File: config.mk
export PLATFORM = sky130hd
export DESIGN_NAME = program_loader
export DESIGN_NICKNAME = d
export VERILOG_FILES = /design/src/rtl/program_loader.sv
export SDC_FILE = /design/constraint.sdc
export NUM_CORES = 1
export LEC_CHECK = 0
export CORE_MARGIN = 2
export CORE_UTILIZATION = 53
export CTS_CLUSTER_DIAMETER = 100
export DETAILED_ROUTE_END_ITERATION = 6
export PLACE_DENSITY = 0.76
export SLEW_MARGIN = 10
export SYNTH_ARGS = -nofsm -noshare
export SYNTH_HDL_FRONTEND = slang
export SYNTH_SLANG_ARGS = --single-unit
export TNS_END_PERCENT = 50
File: constraint.sdc
create_clock -name clk -period 3.3 [get_ports clk]
set_clock_uncertainty 0.2 [all_clocks]
set_input_delay 0.66 -clock clk [delete_from_list [all_inputs] [get_ports clk]]
set_output_delay 0.66 -clock clk [all_outputs]
set_load 0.01 [all_outputs]
File: src/rtl/program_loader.sv
// Streams 3-byte instructions into instruction RAM, holding the CPU in reset until the load is done.
// One word per 4 cycles at best; aborts to ERROR after TIMEOUT idle RECV cycles.
module program_loader #(
   parameter int TIMEOUT = 255
) (
   input  logic        clk,
   input  logic        rst,
   input  logic        start,
   input  logic [7:0]  word_count,
   input  logic [7:0]  in_data,
   input  logic        in_valid,
   output logic        in_ready,
   output logic        ram_we,
   output logic [7:0]  ram_addr,
   output logic [23:0] ram_wdata,
   output logic        cpu_hold,
   output logic        busy,
   output logic        done,
   output logic        error
);

   localparam int TW = $clog2(TIMEOUT + 1);

   typedef enum logic [2:0] {S_IDLE, S_RECV, S_WRITE, S_DONE, S_ERROR} state_t;

   state_t        state_q, state_d;
   logic [7:0]    cnt_q, cnt_d;
   logic [7:0]    addr_q, addr_d;
   logic [1:0]    idx_q, idx_d;
   logic [TW-1:0] tmo_q, tmo_d;
   logic [15:0]   word_q, word_d;
   logic [7:0]    ram_addr_q, ram_addr_d;
   logic [23:0]   ram_wdata_q, ram_wdata_d;

   always_comb begin
      state_d     = state_q;
      cnt_d       = cnt_q;
      addr_d      = addr_q;
      idx_d       = idx_q;
      tmo_d       = tmo_q;
      word_d      = word_q;
      ram_addr_d  = ram_addr_q;
      ram_wdata_d = ram_wdata_q;
      case (state_q)
         S_IDLE, S_DONE, S_ERROR: begin
            if (start) begin
               cnt_d   = word_count;
               addr_d  = 8'd0;
               idx_d   = 2'd0;
               tmo_d   = '0;
               state_d = (word_count == 8'd0) ? S_DONE : S_RECV;
            end
         end
         S_RECV: begin
            if (in_valid) begin
               tmo_d = '0;
               idx_d = idx_q + 2'd1;
               case (idx_q)
                  2'd0:    word_d[15:8] = in_data;
                  2'd1:    word_d[7:0]  = in_data;
                  default: begin
                     ram_wdata_d = {word_q, in_data};
                     ram_addr_d  = addr_q;
                     idx_d       = 2'd0;
                     state_d     = S_WRITE;
                  end
               endcase
            end else if (tmo_q == TW'(TIMEOUT - 1)) begin
               // partial word is dropped; the next start begins a fresh word
               idx_d   = 2'd0;
               tmo_d   = '0;
               state_d = S_ERROR;
            end else begin
               tmo_d = tmo_q + TW'(1);
            end
         end
         S_WRITE: begin
            if (addr_q == cnt_q - 8'd1) begin
               state_d = S_DONE;
            end else begin
               addr_d  = addr_q + 8'd1;
               tmo_d   = '0;
               state_d = S_RECV;
            end
         end
         default: state_d = S_IDLE;
      endcase
   end

   always_ff @(posedge clk or posedge rst) begin
      if (rst) begin
         state_q     <= S_IDLE;
         cnt_q       <= 8'd0;
         addr_q      <= 8'd0;
         idx_q       <= 2'd0;
         tmo_q       <= '0;
         word_q      <= 16'd0;
         ram_addr_q  <= 8'd0;
         ram_wdata_q <= 24'd0;
      end else begin
         state_q     <= state_d;
         cnt_q       <= cnt_d;
         addr_q      <= addr_d;
         idx_q       <= idx_d;
         tmo_q       <= tmo_d;
         word_q      <= word_d;
         ram_addr_q  <= ram_addr_d;
         ram_wdata_q <= ram_wdata_d;
      end
   end

   // status outputs decode the state flop directly, so reset clears them at once
   assign in_ready  = (state_q == S_RECV);
   assign ram_we    = (state_q == S_WRITE);
   assign busy      = (state_q == S_RECV) || (state_q == S_WRITE);
   assign done      = (state_q == S_DONE);
   assign error     = (state_q == S_ERROR);
   assign cpu_hold  = (state_q != S_DONE);
   assign ram_addr  = ram_addr_q;
   assign ram_wdata = ram_wdata_q;

endmodule

======== Yosys cells after proc, flatten, opt, wreduce, memory -nomap -nowiden ========
Index checks and enable logic that the tools add are counted.
storage, ports and cells
  bits in registers ....................... 77
cells by class
  $add $sub $neg .......................... 4
  equal/unequal tests ..................... 12
  multiplexer cells ....................... 19
  bitwise logic cells ..................... 1
  reduce and logical (&&, ||, !) cells .... 17
operators by type and width
  kind                   count
  $mux W8                5
  $pmux W8 S3            1
  $reduce_and A3 Y1      7
  $add A8 B1 Y8 const B  2
  $pmux W8 S2            1
  $mux W2                6
  $mux W3                4
  $pmux W3 S3            1
  $eq A8 B8 Y1           1
  $eq A8 B8 Y1 const B   1
  $logic_not A8 Y1       1
  $sub A8 B1 Y8 const B  1
  $eq A3 B2 Y1 const B   2
  $ne A3 B2 Y1 const B   2
  $ne A2 B2 Y1 const B   2
  $pmux W2 S2            1
  $reduce_bool A2 Y1     2
  $eq A3 B1 Y1 const B   1
  $eq A3 B3 Y1 const B   1
  $logic_not A3 Y1       1
  $ne A3 B3 Y1 const B   1
  $reduce_bool A3 Y1     1
  $reduce_or A3 Y1       1
  $add A2 B1 Y2 const B  1
  6 further kinds        6

======== Longest topological paths before layout ========
Gate-level depths: netlist (run 1).
  depth after elaboration ................. 5
  gate-level depth with buffers ........... 11

======== Least setup slack after synthesis (run 1) ========
No wires, ideal clock.
  path kind ............................... register -> register
  start ................................... register cnt_q[0]
  end ..................................... register addr_q[3]
  library setup time ...................... 0.078 ns
  arrival ................................. 2.126 ns
  required time ........................... 3.022 ns
  slack ................................... 0.896 ns
  stages on the path, launching flop included .. 11
  path buffers ............................ 2
  path through ............................ dfrtp_1 -> inv_1 -> ha_1 -> buf_2 -> xnor2_1 -> and4_1 -> a41oi_1 -> a211oi_2 -> buf_6 -> or4_1 -> a21oi_1
on the way
  cells in the longest elaborated chain, start to end .. 4
RTL lines
  item                                line  text
  start, declared                     27    logic [7:0] cnt_q, cnt_d;
  start signal, assigned              102   cnt_q <= cnt_d;
  $sub A8 B1 Y8                       78    if (addr_q == cnt_q - 8'd1) begin
  $eq A8 B8 Y1                        78
  $ne A2 B2 Y1 (no source line)       --
  $reduce_and A3 Y1 (no source line)  --
  end signal, assigned                103   addr_q <= addr_d;
  end, declared                       28    logic [7:0] addr_q, addr_d;
No other way between the ends.
A chain may end at the register's enable or synchronous reset.

======== Final worst setup path (run 1) ========
  start ................................... register state_q[0]
  end ..................................... output port in_ready
on the way
  cells in the longest elaborated chain, start to end .. 1
RTL lines
  item                    line  text
  start, declared         26    state_t state_q, state_d;
  start signal, assigned  101   state_q <= state_d;
  $eq A3 B1 Y1            113   assign in_ready = (state_q == S_RECV);
  end, declared           12    output logic in_ready,
No other way between the ends.

==> metrics.md, run 1 <==
| Metric | Value |
|---|---|
| Clock power frac | `0.187` |
| Post-CTS Setup Repair Bufs | `0` |
| Setup crit end kind | `output port` |
| Port Buffers | `57` |
| Die area | `0.00752 sq mm` |
| Final setup vio count | `0` |
| RSZ-0062 raised after global routing | `no` |
| Power Density | `824 mW/mm^2` |
| Reg2reg path depth | `9` |
| Vias in the first global route | `2,676` |
| Seq pwr share | `0.427` |
| Synth top area share | `0.531` |
| GRT overflow | `0` |
| Finished Cell Area | `0.00445 sq mm` |
| Cts hold-fix bufs | `0` |
| Peak VDD IR | `0.000510 V` |
| Largest net degree at the start of global routing | `33` |
| FP Rows | `30` |
| Antenna diodes | `0` |
| Resized Gates After CTS | `0` |
| Fin crit period | `2.87 ns` |
| Clk sinks | `77` |
| DP Area | `0.00426 sq mm` |
| Synth cell types | `52` |
| Post-synthesis sequential area ratio | `0.531` |
| Largest stage delay on the critical path | `0.56 ns` |
| Yosys Warn Count | `0` |
| Max Slew Vio Count | `0` |
| CTS buffer count | `9` |
| Starting Density | `0.540` |
| Worst path arrival time | `2.01 ns` |
| Combinational share of power | `0.387` |
| Io pins | `58` |
| DRC errors left | `0` |
| Sw Share | `0.351` |
| Critical path's slowest cell | `clkdlybuf4s50_1` |
| #FFs+latches synth | `77` |
| Multi-input logic area | `0.00159 sq mm` |
| Total Wirelength | `7450 um` |
| Average size of a mapped cell | `11.4 sq um` |
| Syn Inst Count | `318` |
| Routed via count | `2,657` |
| CTS tree | `done` |
| Required time of the worst setup path | `2.44 ns` |
| Core Box Area | `0.00672 sq mm` |
| Post-synth ARST share | `1.00` |
| Nets | `400` |
| First-pass GRT wire length | `13,000 um` |
| Die Span Y | `86.7 um` |
| DIE WIDTH | `86.7 um` |
| Startpoint types | `flip-flop` |
| Fmax | `348 MHz` |
| CTS H-tree lvls | `3` |
| Worst skew pair latency | `0.35 ns` |
| Share of cells above drive strength 1 | `0.207` |
| Tcrit/Tclk final | `0.871` |
| Fillcell total | `514` |
| Critical path class | `flip-flop to output port` |
| Hold Violations, Final | `0` |
| Post-DP HPWL | `5210 um` |
| Measured slew at the worst slew-check pin | `0.660 ns` |
| Routed Antenna Nets | `0` |
| Cell-internal power | `2.38 mW` |
| Total GRT Usage | `0.223` |
| Status | `completed` |
| Post-synth EDFFs | `0` |
| DR vias/cell | `5.76` |
| Initial antenna violation count | `0` |
| Number of iterations in the first detailed-routing pass | `4` |
| Detailed Route Iter0 Violations | `139` |
| Core Util, Final | `0.663` |
| Area grow syn2layout | `22.8%` |
| Largest area contributor in the netlist | `dfrtp_1` |
| Clk buf depth | `2` |
| Lkg Pwr | `2.03 nW` |
| Max-cap viol count | `0` |
| Worst-path clk slew | `0.09 ns` |
| Storage cell area | `0.00193 sq mm` |
| P_sw | `1.29 mW` |
| Synth Cell Area | `0.00363 sq mm` |
| Post-synthesis net count | `342` |
| Hold path depth | `1` |
| Max FO, Critical Path | `9` |
| Synth area leaders | `dfrtp_1 53%, mux2_2 16%, nand2_1 4.4%, o21ai_0 1.9%, xnor2_1 1.4%` |
| Crit path cell chain | `nand2b_1, or2_2, inv_1, clkdlybuf4s50_1` |
| Slew HR | `0.557` |
| Root buf cell | `clkbuf_8` |
| DR WL/cell | `16.2 um` |
| Routability congestion estimate | `0.880` |
| Hold crit path type | `flip-flop to flip-flop` |
| Synth Flop Type | `dfrtp_1` |
| Setup TNS | `0 ns` |
==> flip-flops by register name (all words and copies together) (netlist names) <==
register and count:
idx_q 2, state_q 3, tmo_q 8, ram_wdata 24, word_q 16, cnt_q 8
addr_q 8, ram_addr 8
==> stage by stage <==
step                power, mW  setup slack (ns)  hold WS [ns]  std cells
CTS                      3.71             0.409         0.314        461
floorplan                2.43             0.473         0.265        318
finish                   3.67             0.425         0.309        461
detailed placement       3.00             0.543         0.291        445
global placement         2.94             0.586         0.283        445
global route             3.93             0.298         0.324        461
==> layout by cell type, fill, tap and decap left out, types with 4 or more instances in the layout <==
| cell | instances |
|---|---|
| dfrtp_1 | 77 |
| clkdlybuf4s50_1 | 57 |
| mux2_2 | 50 |
| nand2_1 | 43 |
| o21ai_0 | 14 |
| nor2_1 | 11 |
| clkbuf_8 | 11 |
| a21oi_1 | 10 |
| inv_1 | 8 |
| nor3_1 | 7 |
| xnor2_1 | 6 |
| xor2_1 | 5 |
| and3_1 | 5 |
| nand3_1 | 5 |
| nand2b_1 | 4 |
| or3_1 | 4 |
| nand4_1 | 4 |
| ha_1 | 4 |
==> area by class of cell <==
cell class                      count  area share
Tap cell                           80      0.0225
Clock buffer                       11      0.0340
Timing Repair Buffer               61       0.138
Clock inverter                      5     0.00927
Inverter                            9     0.00758
Multi-Input combinational cell    218       0.356
Sequential cell                    77       0.433
==> critical path: cells and delay by family (launching register included) <==
kind	cells	cell delay, ns
buffers and inverters	2	0.68
flip-flops	1	0.51
AND/OR/NAND/NOR	2	0.48
==> power by group through the flow <==
stage	clock, mW	combinational [mW]	sequential (mW)
floorplan	0	0.857	1.57
global placement	0	1.38	1.56
detailed placement	0	1.42	1.58
CTS	0.705	1.44	1.57
global route	0.752	1.56	1.62
finish	0.685	1.42	1.57
==> per-layer routing <==
metal | up-vias | wire length [um] | GRT usage
li1 | 1249 | - | -
met1 | 1319 | 3120 | 0.281
met2 | 82 | 3720 | 0.373
met3 | 7 | 538 | 0.0838
met4 | 0 | 70 | 0.0426
met5 | - | 0 | 0
==> worst paths after layout <==
check | from | to | slack, ns
hold reg to reg | word_q[3] | word_q[3] | 0.31
max in group asynchronous | rst | cnt_q[0] | 1.65
hold / removal | word_q[3] | word_q[3] | 0.31
min in group asynchronous | rst | ram_wdata[9] | 0.51
setup / recovery | state_q[0] | in_ready | 0.43
setup reg to reg | cnt_q[0] | tmo_q[6] | 0.57
==> synth_stat cells (3+ instances only) <==
cell and number:
and2_1 3, xor2_1 5, or4_1 3, nand3_1 5, dfrtp_1 77, mux2_2 50, or3_1 4, a21oi_1 10
nand4_1 4, o21ai_0 14, o31ai_1 3, clkbuf_1 4, nor3_1 7, xnor2_1 6, and3_1 5, nand2b_1 4
buf_2 5, nor4_1 3, inv_1 9, nand2_1 43, nor2_1 11, ha_1 4, o21ai_1 3
==> cells by family after synthesis <==
logic type	synth area share
muxes	0.158
and+or+nand+nor	0.150
DFF	0.531
buffers and inverters	0.0310
adders and majority gates	0.0138
xor gates and xnor gates	0.0266
AOI/OAI and AO/OA	0.0893
(Power assumes the default switching activity.)
==> run 2: changes to the inputs <==
GPL_TIMING_DRIVEN = 1   (was not set)
SKIP_CTS_REPAIR_TIMING = 1   (was not set)
==> results of run 2 <==
Same layout as run 1: the final DEF is identical, and so are final timing and power.
